[src/rtl/barrel_dispatcher.sv]
// -----------------------------------------------------------------------------
// barrel_dispatcher
//
// Turns the kong "drop" animation into barrel spawn requests. Each rising edge
// of drop_req (sampled on a game tick) looks for a free barrel slot, searching
// round-robin from the slot after the last one used. It raises that slot's
// start line until the slot reports busy, or gives up after 8 ticks. It keeps
// a mask of slots it owns, and counts successful spawns and discarded drops.
//
// Optional feature (macro BARREL_COOLDOWN_EN): after each request the block
// enters a cooldown of COOLDOWN_TICKS ticks. Drops that arrive during the
// cooldown are counted as misses. Without the macro, REQ returns straight to
// IDLE and COOLDOWN_TICKS has no effect.
//
// Ports
//   clk          system clock
//   rst_n        asynchronous active-low reset
//   tick         one-clk game-rate enable; all state advances only on it
//   game_run     high while the game is RUNNING
//   game_clear   synchronous clear (game INITIAL), priority over tick
//   drop_req     level, high while kong is in DROP pose
//   slot_busy    per-slot flag, high while that barrel is rolling/falling
//   slot_start   one-hot-or-zero start request to barrel slots
//   active_mask  slots allocated here and not yet released
//   spawn_count  saturating count of acknowledged spawns
//   miss_count   saturating count of discarded drop events
//   all_busy     active_mask is all ones
// -----------------------------------------------------------------------------
module barrel_dispatcher #(
  parameter int NUM_SLOTS      = 16,
  parameter int COOLDOWN_TICKS = 32
) (
  input  logic                 clk,
  input  logic                 rst_n,
  input  logic                 tick,
  input  logic                 game_run,
  input  logic                 game_clear,
  input  logic                 drop_req,
  input  logic [NUM_SLOTS-1:0] slot_busy,
  output logic [NUM_SLOTS-1:0] slot_start,
  output logic [NUM_SLOTS-1:0] active_mask,
  output logic [7:0]           spawn_count,
  output logic [7:0]           miss_count,
  output logic                 all_busy
);

  localparam int IW = $clog2(NUM_SLOTS);
  localparam logic [NUM_SLOTS-1:0] ONE_HOT0 = NUM_SLOTS'(1);

  typedef enum logic [1:0] {IDLE, SEARCH, REQ, COOL} state_t;

  state_t               r_state;
  logic                 r_drop_q;
  logic [NUM_SLOTS-1:0] r_busy_q;
  logic [IW-1:0]        r_ptr;
  logic [2:0]           r_to;
  logic [NUM_SLOTS-1:0] r_start;
  logic [NUM_SLOTS-1:0] r_active;
  logic [7:0]           r_spawn;
  logic [7:0]           r_miss;
  logic                 r_all_busy;

`ifdef BARREL_COOLDOWN_EN
  localparam logic [7:0] COOL_LOAD = 8'(COOLDOWN_TICKS);
  logic [7:0] r_cool;
  logic       w_cool_ok;
  assign w_cool_ok = (r_cool == 8'd0);
`else
  logic w_cool_ok;
  logic w_unused_cooldown;
  assign w_cool_ok         = 1'b1;
  assign w_unused_cooldown = (COOLDOWN_TICKS != 0);
`endif

  logic                 w_drop_evt;
  logic [NUM_SLOTS-1:0] w_release;
  logic [NUM_SLOTS-1:0] w_free;
  logic [NUM_SLOTS-1:0] w_rot;
  logic                 w_found;
  logic [IW-1:0]        w_off;
  logic [IW:0]          w_sum;
  logic [IW-1:0]        w_idx;
  logic [IW-1:0]        w_ptr_nxt;
  logic                 w_ack;
  logic                 w_timeout;
  logic [NUM_SLOTS-1:0] w_set;
  logic [NUM_SLOTS-1:0] w_drop_k;
  logic [NUM_SLOTS-1:0] w_active_nxt;

  assign w_drop_evt = drop_req & ~r_drop_q;
  // A slot is released when its busy flag falls between two ticks.
  assign w_release  = r_busy_q & ~slot_busy;
  // r_active still holds a slot released on this same tick, so a slot freed
  // concurrently with SEARCH only becomes eligible on the following tick.
  assign w_free     = ~r_active & ~slot_busy;

  // Rotate so that bit 0 is the round-robin pointer; the lowest set bit of
  // the rotated vector is then the first free slot at or after the pointer.
  assign w_rot   = NUM_SLOTS'({w_free, w_free} >> r_ptr);
  assign w_found = |w_rot;

  // NOTE: every always_comb output gets a default before any conditional
  // assignment, otherwise paths that skip it infer a latch.
  always_comb begin
    w_off = '0;
    for (int j = NUM_SLOTS - 1; j >= 0; j--) begin
      if (w_rot[j]) w_off = IW'(j);
    end
  end

  assign w_sum     = {1'b0, r_ptr} + {1'b0, w_off};
  assign w_idx     = (w_sum >= (IW+1)'(NUM_SLOTS)) ? IW'(w_sum - (IW+1)'(NUM_SLOTS))
                                                   : IW'(w_sum);
  assign w_ptr_nxt = (w_idx == IW'(NUM_SLOTS - 1)) ? '0 : w_idx + 1'b1;

  // r_start is one-hot on the requested slot while in REQ.
  assign w_ack     = |(r_start & slot_busy);
  assign w_timeout = (r_to == 3'd7) & ~w_ack;

  assign w_set        = (r_state == SEARCH && game_run && w_found) ? (ONE_HOT0 << w_idx) : '0;
  assign w_drop_k     = (r_state == REQ && game_run && w_timeout) ? r_start : '0;
  assign w_active_nxt = (r_active & ~w_release & ~w_drop_k) | w_set;

  function automatic logic [7:0] sat_inc(input logic [7:0] v);
    return (v == 8'hFF) ? v : v + 8'd1;
  endfunction

  // NOTE: sequential state uses non-blocking assignments only, so every
  // register sees the pre-edge values of the others regardless of order.
  always_ff @(posedge clk or negedge rst_n) begin
    if (!rst_n) begin
      r_state    <= IDLE;
      r_drop_q   <= 1'b0;
      r_busy_q   <= '0;
      r_ptr      <= '0;
      r_to       <= '0;
      r_start    <= '0;
      r_active   <= '0;
      r_spawn    <= '0;
      r_miss     <= '0;
      r_all_busy <= 1'b0;
`ifdef BARREL_COOLDOWN_EN
      r_cool     <= '0;
`endif
    end else if (game_clear) begin
      r_state    <= IDLE;
      r_drop_q   <= 1'b0;
      r_busy_q   <= '0;
      r_ptr      <= '0;
      r_to       <= '0;
      r_start    <= '0;
      r_active   <= '0;
      r_spawn    <= '0;
      r_miss     <= '0;
      r_all_busy <= 1'b0;
`ifdef BARREL_COOLDOWN_EN
      r_cool     <= '0;
`endif
    end else if (tick) begin
      r_drop_q   <= drop_req;
      r_busy_q   <= slot_busy;
      r_active   <= w_active_nxt;
      r_all_busy <= &w_active_nxt;
`ifdef BARREL_COOLDOWN_EN
      // Free-running down-count; also drains if game_run drops mid-cooldown.
      if (r_cool != 8'd0) r_cool <= r_cool - 8'd1;
`endif
      case (r_state)
        IDLE: begin
          if (w_drop_evt && game_run) begin
            if (w_cool_ok) r_state <= SEARCH;
            else           r_miss  <= sat_inc(r_miss);
          end
        end
        SEARCH: begin
          if (!game_run) begin
            r_state <= IDLE;
          end else if (w_found) begin
            r_start <= ONE_HOT0 << w_idx;
            r_ptr   <= w_ptr_nxt;
            r_to    <= '0;
            r_state <= REQ;
          end else begin
            r_miss  <= sat_inc(r_miss);
            r_state <= IDLE;
          end
        end
        REQ: begin
          if (!game_run) begin
            r_start <= '0;
            r_state <= IDLE;
          end else if (w_ack || w_timeout) begin
            r_start <= '0;
            if (w_ack) r_spawn <= sat_inc(r_spawn);
            else       r_miss  <= sat_inc(r_miss);
`ifdef BARREL_COOLDOWN_EN
            r_cool  <= COOL_LOAD;
            r_state <= COOL;
`else
            r_state <= IDLE;
`endif
          end else begin
            r_to <= r_to + 3'd1;
          end
        end
        COOL: begin
`ifdef BARREL_COOLDOWN_EN
          if (!game_run) begin
            r_state <= IDLE;
          end else begin
            if (w_drop_evt) r_miss <= sat_inc(r_miss);
            if (r_cool <= 8'd1) r_state <= IDLE;
          end
`else
          r_state <= IDLE;
`endif
        end
        default: r_state <= IDLE;
      endcase
    end
  end

  assign slot_start  = r_start;
  assign active_mask = r_active;
  assign spawn_count = r_spawn;
  assign miss_count  = r_miss;
  assign all_busy    = r_all_busy;

endmodule

[config.mk]
export PLATFORM = sky130hd
export DESIGN_NAME = barrel_dispatcher
export DESIGN_NICKNAME = d
export VERILOG_FILES = /design/src/rtl/barrel_dispatcher.sv
export SDC_FILE = /design/constraint.sdc
export NUM_CORES = 1
export LEC_CHECK = 0
export BUFFER_PORTS_ARGS = -buffer_cell sky130_fd_sc_hd__buf_2
export CAP_MARGIN = 20
export CORE_MARGIN = 8
export CORE_UTILIZATION = 35
export CTS_CLUSTER_SIZE = 16
export DETAILED_ROUTE_END_ITERATION = 6
export HOLD_SLACK_MARGIN = 0.12
export PLACE_DENSITY = 0.59
export SLEW_MARGIN = 20
export SYNTH_ARGS = -nofsm -noshare
export SYNTH_HDL_FRONTEND = slang
export SYNTH_SLANG_ARGS = --single-unit
[constraint.sdc]
create_clock -name clk -period 13.7 [get_ports clk]
set_input_delay 2.74 -clock clk [delete_from_list [all_inputs] [get_ports clk]]
set_output_delay 2.74 -clock clk [all_outputs]
set_load 0.03 [all_outputs]
==> impl_metrics.json <==
{
  "layout-drive-gt1-share_pct": 17.9,
  "final_util_pct": 40.4,
  "leakagePower_nw": 2.79,
  "r2r-start": "active_mask[10]",
  "synthArstFlopShare_pct": 100,
  "root_buffer": "clkbuf_16",
  "required_ns": 13.95,
  "path_class": "in -> reg",
  "crit_fanout": 10,
  "clkSlewWorstSetupHoldPaths_ns": 0.06,
  "yosys_warnings": 0,
  "diodes": 0,
  "via_count": 5547,
  "worstPathArrival_ns": 8.02,
  "fp.dieW_microns": 142,
  "numCtsBuffers": 9,
  "grt_usage_pct": 19.3,
  "fin_ws_ns": 5.93,
  "ys_ff_latch": 75,
  "ant_nets": 0,
  "finalHoldViolCount": 0,
  "critPathLaunch": "slot_busy[7]",
  "clock_latency_ns": 0.34,
  "yosysMostFrequentCell": "nor2_1",
  "grt_pass1_vias": 5293,
  "post-dp-hpwl_microns": 14500,
  "synth_top_cell_area_share_pct": 34.0,
  "area_delta_synth_final_pct": 14.7,
  "dp_cells": 892,
  "synthFlopType": "dfrtp_1",
  "vdd_drop_max_mv": 0.0553,
  "core_area_sq_um": 15700,
  "post_cts_resized": 0,
  "post-place-ws_ns": 5.67,
  "io_pins": 71,
  "outcome": "completed",
  "vias_per_cell": 6.11,
  "cts_hold_buf": 0,
  "syn_inst": 634,
  "maxSlewHeadroom_pct": 35.9,
  "drtIter0Drc": 608,
  "crit_path_end": "all_busy",
  "start_kind": "input pin",
  "r2r_slack_ns": 7.99,
  "fillers": 1627,
  "cts_tree": "done",
  "die_area_sq_um": 20000,
  "busiest_layer": "met2",
  "cts_buffer_depth": 2,
  "finalClockSkew_ns": 0.00768,
  "htree_num_levels": 3,
  "met2_usage_pct": 31.7,
  "fin_crit_ns": 7.77,
  "power_density_nw_per_um2": 93.9,
  "synth_fp_nets": 669,
  "period_share_pct": 56.7,
  "clock.fmax_ghz": 0.129,
  "grt_pass1_wl_microns": 30200,
  "yosys.area.top_type": "dfrtp_1",
  "grt_max_degree": 76,
  "setup_viol": 0,
  "wl_per_cell_microns": 21.4,
  "portBuffers": 70,
  "crit_path_end_kind": "flop",
  "clkSinkCount": 75,
  "seq_area_frac_synth_pct": 34.0,
  "die_y_microns": 142,
  "gp_congestion": 0.971,
  "netlist-cell-type-count": 74,
  "detail_route.first_pass.iterations": 7,
  "synth_area_leaders": "dfrtp_1, nor2_1, mux2i_1",
  "avgSynthCellArea_sq_um": 8.70,
  "routed_wl_microns": 19500,
  "drc_errors": 0,
  "syn_area_sq_um": 5520,
  "nNetsFinal": 722,
  "final_cells": 908,
  "worst_slew_pin_slew_ns": 0.961,
  "synthTopCellsByCount": "nor2_1, dfrtp_1, a21oi_1",
  "power_mw": 0.594,
  "grt_setup_unrepaired": "false",
  "r2r_cells": 19,
  "fin_tns_setup_ns": 0,
  "antenna_found_initial": 0,
  "gr-usage-met1_pct": 24.3,
  "synth-edff-count": 0,
  "gr-total-overflow": 0,
  "r2r_end": "all_busy",
  "drv_cap": 0,
  "drv_slew": 0,
  "start_util_pct": 35.2,
  "hold_class": "reg -> reg",
  "use_met3_pct": 3.80,
  "placementRows": 46,
  "cts_setup_buffers": 0
}
## sequential cells by signal, indices dropped and copies added, names as in the netlist, 2 cells and up
register     cells
slot_start      16
r_busy_q        16
active_mask     16
spawn_count      8
r_ptr            4
miss_count       8
r_to             3
r_state          2
## critical path, stage by stage
cell	delay, ns
buf_2	0.14
or2_2	0.32
mux4_1	0.64
and3_1	0.24
a31oi_1	0.29
mux2i_1	0.13
a221oi_1	0.25
a211oi_1	0.09
o221ai_1	0.16
a21oi_1	0.13
fa_1	0.43
xnor2_1	0.69
inv_1	0.30
nor2_1	0.30
inv_1	0.14
a2111oi_0	0.36
a211oi_1	0.11
a22oi_1	0.22
o2111ai_1	0.13
o31ai_1	0.20
## worst min path at each step
stage | start | endpoint | slack (ns) | depth (start not counted)
2_1_floorplan | r_drop_q | r_drop_q | 0.48 | 2
3_3_place_gp | r_busy_q[13] | r_busy_q[13] | 0.51 | 2
3_5_place_dp | r_busy_q[5] | r_busy_q[5] | 0.51 | 2
4_1_cts | r_busy_q[5] | r_busy_q[5] | 0.53 | 2
5_1_grt | r_busy_q[5] | r_busy_q[5] | 0.54 | 2
6_report | r_busy_q[5] | r_busy_q[5] | 0.52 | 2
## placed cells by master (no fill, tap or decap), drive strengths merged, types with 12 or more instances in the layout
cell / netlist / routed
mux2i: 26 / 26
clkbuf: 22 / 12
nand3: 27 / 27
a211oi: 23 / 23
nand2: 36 / 36
nor3: 17 / 17
inv: 23 / 23
nor2: 86 / 86
a22o: 19 / 19
buf: 11 / 75
ha: 12 / 12
dfrtp: 75 / 75
a21oi: 44 / 44
o21ai: 32 / 32
nand4: 14 / 14
or2: 12 / 12
## kinds of logic (layout without fill, tap and decap cells)
family / Yosys count / in the layout / synth area share (%)
xor+xnor: 11 / 11 / 1.75
mux: 34 / 34 / 8.12
flops: 75 / 75 / 34.0
compound gates: 191 / 191 / 24.1
simple gates: 253 / 253 / 24.1
buf+inv: 57 / 115 / 4.74
fa+ha+maj: 13 / 13 / 3.09
## through the flow
step	cell area (sq um)	hold slack (ns)
after floorplan	5520	0.479
after global placement	6010	0.505
after detailed placement	6010	0.513
after CTS	6320	0.526
after global routing	6320	0.540
final	6320	0.517
## layer usage
| metal | vias to the layer above | share of wire (%) | wire length, microns |
|---|---|---|---|
| li1 | 2522 | - | - |
| met1 | 2727 | 42 | 8250 |
| met2 | 245 | 48 | 9250 |
| met3 | 53 | 6.5 | 1270 |
| met4 | 0 | 3.6 | 695 |
| met5 | - | 0 | 0 |
## area by class of cell
class                   count  area [sq um]  share of cell area, %
clock buffers              12           267                   4.21
clock inverters             4          47.5                  0.752
inverters                  24          95.1                   1.50
multi-input cells         502          3380                   53.4
flip-flops and latches     75          1880                   29.7
well taps                 216           270                   4.27
repair buffers             75           390                   6.17
## where the power goes
group	internal (mW)	switching [mW]	total, mW
sequential	0.227	0.00740	0.235
clock	0.155	0.0914	0.247
combinational	0.0362	0.0760	0.112
total	0.419	0.175	0.594
Note: power is estimated with default switching activity, not from simulation.
